===== config.mk =====
export PLATFORM = sky130hd
export DESIGN_NAME = pixel_readout_buffer
export DESIGN_NICKNAME = d
export VERILOG_FILES = /design/src/rtl/pixel_readout_buffer.sv
export SDC_FILE = /design/constraint.sdc
export NUM_CORES = 1
export LEC_CHECK = 0
export ABC_AREA = 1
export CAP_MARGIN = 40
export CORE_MARGIN = 2
export CORE_UTILIZATION = 60
export CTS_CLUSTER_DIAMETER = 60
export DETAILED_ROUTE_END_ITERATION = 8
export HOLD_SLACK_MARGIN = 0.06
export PLACE_DENSITY = 0.92
export SYNTH_ARGS = -nofsm -noshare
export SYNTH_HDL_FRONTEND = slang
export SYNTH_SLANG_ARGS = --single-unit

===== constraint.sdc =====
create_clock -name clk -period 3.9 [get_ports clk]
set_input_delay 0.78 -clock clk [delete_from_list [all_inputs] [get_ports clk]]
set_output_delay 0.78 -clock clk [all_outputs]
set_load 0.005 [all_outputs]

===== src/rtl/pixel_readout_buffer.sv =====
// 2x2 pixel capture with a capture/output double buffer and a valid/ready pixel stream.
// Optional build macro DARK_SUB_EN: subtract DARK_LEVEL (saturating at 0) from each sample at capture.

module pixel_readout_col #(
  parameter int ADC_WIDTH  = 8,
  parameter int DARK_LEVEL = 16
) (
  input  logic [ADC_WIDTH-1:0] raw,
  output logic [ADC_WIDTH-1:0] cond
);
  if (DARK_LEVEL < 0 || DARK_LEVEL >= (1 << ADC_WIDTH)) begin : g_dark_range
    $error("DARK_LEVEL must fit in ADC_WIDTH bits");
  end

`ifdef DARK_SUB_EN
  localparam logic [ADC_WIDTH-1:0] DARK = ADC_WIDTH'(DARK_LEVEL);
  assign cond = (raw > DARK) ? raw - DARK : '0;
`else
  assign cond = raw;
`endif
endmodule

module pixel_readout_buffer #(
  parameter int ADC_WIDTH  = 8,
  parameter int DARK_LEVEL = 16
) (
  input  logic                 clk,
  input  logic                 reset,
  input  logic                 NRE1,
  input  logic                 NRE2,
  input  logic                 adc,
  input  logic                 erase,
  input  logic [ADC_WIDTH-1:0] col1_data,
  input  logic [ADC_WIDTH-1:0] col2_data,
  output logic [ADC_WIDTH-1:0] pix_data,
  output logic [1:0]           pix_idx,
  output logic                 pix_valid,
  output logic                 pix_last,
  input  logic                 pix_ready,
  output logic                 frame_ovf,
  output logic                 seq_err
);
  localparam int NUM_COLS = 2;

  typedef enum logic [1:0] {WAIT_R1, WAIT_R2, XFER} state_t;

  state_t state, state_nxt;
  logic [NUM_COLS-1:0][ADC_WIDTH-1:0] col_raw, col_cond;
  logic [3:0][ADC_WIDTH-1:0]          cap_bank, out_bank;
  logic                               out_full;
  logic [1:0]                         idx;
  logic row1_ok, row2_ok, hs, bank_free;
  logic cap_r1, cap_r2, load, ovf_nxt, err_nxt;

  assign col_raw = {col2_data, col1_data};

  for (genvar c = 0; c < NUM_COLS; c++) begin : g_col
    pixel_readout_col #(.ADC_WIDTH(ADC_WIDTH), .DARK_LEVEL(DARK_LEVEL)) u_col (
      .raw  (col_raw[c]),
      .cond (col_cond[c])
    );
  end

  assign row1_ok   = adc && !NRE1 && NRE2;
  assign row2_ok   = adc && NRE1 && !NRE2;
  assign hs        = out_full && pix_ready;
  // A bank finishing its last handshake this cycle can take the next frame with no gap.
  assign bank_free = !out_full || (hs && idx == 2'd3);

  always_ff @(posedge clk or negedge reset) begin
    if (!reset) state <= WAIT_R1;
    else        state <= state_nxt;
  end

  always_comb begin
    state_nxt = state;
    case (state)
      WAIT_R1: if (row1_ok) state_nxt = WAIT_R2;
      WAIT_R2: begin
        if (erase)        state_nxt = WAIT_R1;
        else if (row2_ok) state_nxt = XFER;
      end
      XFER:    state_nxt = WAIT_R1;
      default: state_nxt = WAIT_R1;
    endcase
  end

  always_comb begin
    cap_r1  = 1'b0;
    cap_r2  = 1'b0;
    load    = 1'b0;
    ovf_nxt = 1'b0;
    err_nxt = 1'b0;
    case (state)
      WAIT_R1: begin
        cap_r1  = row1_ok;
        err_nxt = adc && !row1_ok;
      end
      WAIT_R2: begin
        cap_r2  = !erase && row2_ok;
        err_nxt = !erase && adc && !row2_ok;
      end
      XFER: begin
        load    = bank_free;
        ovf_nxt = !bank_free;
        err_nxt = adc;
      end
      default: ;
    endcase
  end

  always_ff @(posedge clk or negedge reset) begin
    if (!reset) begin
      cap_bank  <= '0;
      out_bank  <= '0;
      out_full  <= 1'b0;
      idx       <= 2'd0;
      frame_ovf <= 1'b0;
      seq_err   <= 1'b0;
    end else begin
      frame_ovf <= ovf_nxt;
      seq_err   <= err_nxt;
      if (cap_r1) cap_bank[1:0] <= col_cond;
      if (cap_r2) cap_bank[3:2] <= col_cond;
      if (load) begin
        out_bank <= cap_bank;
        out_full <= 1'b1;
        idx      <= 2'd0;
      end else if (hs) begin
        idx <= idx + 2'd1;
        if (idx == 2'd3) out_full <= 1'b0;
      end
    end
  end

  assign pix_valid = out_full;
  assign pix_idx   = idx;
  assign pix_data  = out_full ? out_bank[idx] : '0;
  assign pix_last  = out_full && (idx == 2'd3);
endmodule


==> qor.yml <==
status: "completed"
maxSlewViolCount: 0
worstSetupPathType: "reg2out"
clkLatencyLatePin_ns: 0.35
dieArea_um2: 6104
drt_wl_total_um: 6698
fin_area_um2: 3854
min-delay-start: "cap_bank[29]"
rsz0062_at_grt: "false"
finalNonFillerCells: 517
synth-edff-count: 0
synth_xor_area_share_pct: 0.2657
synth_fa_ha_area_share_pct: 0.3795
power_density_nw_per_um2: 544.2
antenna_found_initial: 0
ctsResizeCount: 0
worstMarginPinSlew_ns: 0.7619
drive_above_1_share_pct: 10.74
place_hpwl_um: 4580
ctsHoldBuffers: 0
finClkSkew_ns: 0.01010
max_freq_ghz: 0.3362
synth_area_leader_cell: "dfrtp_1"
hp-class: "reg2reg"
cts_setup_buffers: 0
ir_drop_v: 0.0002973
die_w_um: 78.13
critPathRequiredTime_ns: 3.12
placedCellCount: 501
ys_async_sr_fraction_pct: 100.0
io_pins: 37
cts_buffer_depth: 2
vias: 2642
min_period_over_period_pct: 76.26
path_clk_slew_ns: 0.08
num_antenna_cells: 0
setup_viol: 0
numPortBuffers: 36
syn_area_um2: 3297
synth_compound_area_share_pct: 5.844
cts-htree-levels: 3
routed_via_density: 5.110
grt_max_degree: 38
holdWs_ns: 0.4676
yosys.area_share.simple_pct: 29.34
finalNetCount: 466
grtUsageTotal_pct: 24.13
initial_core_util_pct: 63.34
synthCells: 409
setup_tns_ns: 0
r2r_cells: 7
fin_util_pct: 74.04
synthDistinctLibCells: 24
area_delta_synth_final_pct: 16.89
synth_top_family_by_area: "simple AND/OR/NAND/NOR gates"
avgSynthCellArea_um2: 8.061
worstSetupEndpointType: "primary output"
muxShareOfSynthArea_pct: 0
hold_viol: 0
ys_warn_count: 0
wl_per_cell_um: 12.96
rr_startpoint: "pix_idx[0]"
cts_root_buf: "clkbuf_8"
grt_pass1_vias: 2506
worst_setup_path_start_kind: "register"
min_period_ns: 2.974
yosys-top-cells-area: "dfrtp_1 (54%), nand2_1 (23%), inv_1 (6.1%), o21ai_2 (4.3%), nand3_1 (2.9%)"
ys_seq_elements: 71
place_ws_ns: 1.325
crit_end: "pix_data[4]"
first_pass_iters: 4
fp.dieH_um: 78.13
cts_made_buffers: 9
power_mw: 2.097
setup_slack_ns: 0.9257
overflow: 0
yosysSeqAreaShare_pct: 53.89
ant_nets: 0
coreArea_um2: 5205
dr.first_iter.drc_count: 272
timing.rr.end: "out_bank[3]"
synth.top_cell.area_share_pct: 53.89
post_dp_cell_area_um2: 3632
slew_headroom_pct: 49.21
cts_tree: "done"
cts.sink_count: 71
arrival_ns: 2.19
n_fill_cell: 375
synth_nets: 433
grt_pass1_wl_um: 11360
synth_flop_cell: "dfrtp_1"
power.leakage_nw: 2.059
r2r_slack_ns: 1.81
cap_viol_max_count: 0
cp_max_fo: 20
rows: 26
crit_start: "pix_idx[0]"
drc: 0
gp_congestion: 0.9081
## cells in the final DEF, fill, tap and decap left out
cell type,count
inv_1,54
bufinv_16,2
clkinvlp_4,1
o21ai_2,16
inv_2,4
nor2_1,6
clkinv_4,2
dfrtp_1,71
nor2_2,2
inv_6,1
a21oi_1,8
nand3_1,19
clkbuf_1,1
nand2_2,3
clkbuf_8,9
nor2_4,1
nand2_4,1
nand3_4,1
buf_4,1
xor2_1,1
buf_2,1
o211ai_1,1
o21ai_0,1
ha_1,1
clkdlybuf4s50_1,35
nand2_1,200
inv_4,1
nand3b_1,1
nand3_2,2
## routing by layer
layer,share of wire [%],vias to the layer above,GRT usage (%)
met1,45,1231,33.54
met3,6.8,18,7.011
li1,-,1290,-
met5,0,-,0
met2,45,103,35.60
met4,2.6,0,10.53
## critical path, cell delays in order (launching register included)
cell and delay [ns]:
dfrtp_1 0.72, inv_2 0.25, nand2_1 0.12, nand3_1 0.08, a21oi_1 0.17, clkdlybuf4s50_1 0.51
## worst min-delay path by stage
| stage | slack, ns | end | cells after the start |
|---|---|---|---|
| 3_3_place_gp | 0.45 | out_bank[14] | 2 |
| 5_1_grt | 0.49 | out_bank[8] | 2 |
| 4_1_cts | 0.47 | out_bank[29] | 2 |
| 6_report | 0.47 | out_bank[29] | 2 |
| 3_5_place_dp | 0.46 | out_bank[29] | 2 |
| 2_1_floorplan | 0.44 | cap_bank[16] | 2 |
## flip-flops by register name, indices dropped and copies added (netlist names)
register and flops:
cap_bank 32, frame_ovf 1, out_bank 32, pix_idx 2
pix_valid 1, seq_err 1, state 2
## cell usage after synthesis, types with 2 or more instances
cell type and instances:
a21oi_1 8, buf_2 5, buf_4 4, buf_6 5
dfrtp_1 71, inv_1 54, inv_2 4, nand2_1 200
nand2_2 3, nand3_1 19, nand3_2 2, nor2_1 6
nor2_2 2, o21ai_2 16
## power breakdown
group	total (mW)	switching, mW	leakage, nW	internal [mW]
Clock	0.642	0.278	0.107	0.364
Combinational	0.484	0.271	1.01	0.213
Sequential	0.971	0.114	0.943	0.857
## layout make-up
cell class	count	area (µm²)	share of cell area [%]
sequential	71	1777	46.10
multi-input combinational	264	1181	30.65
timing repair buffer	37	362.8	9.416
inverter	59	224.0	5.812
clock buffer	10	127.6	3.312
clock inverter	6	93.84	2.435
tap	70	87.58	2.273
## cell families after synthesis
logic type | after synthesis
AO/OA/AOI/OAI | 26
XOR/XNOR | 1
adder cells (fa/ha/maj) | 1
buffers and inverters | 74
flip-flops | 71
AND/OR/NAND/NOR | 236
Note: power is estimated with default switching activity, not from simulation.
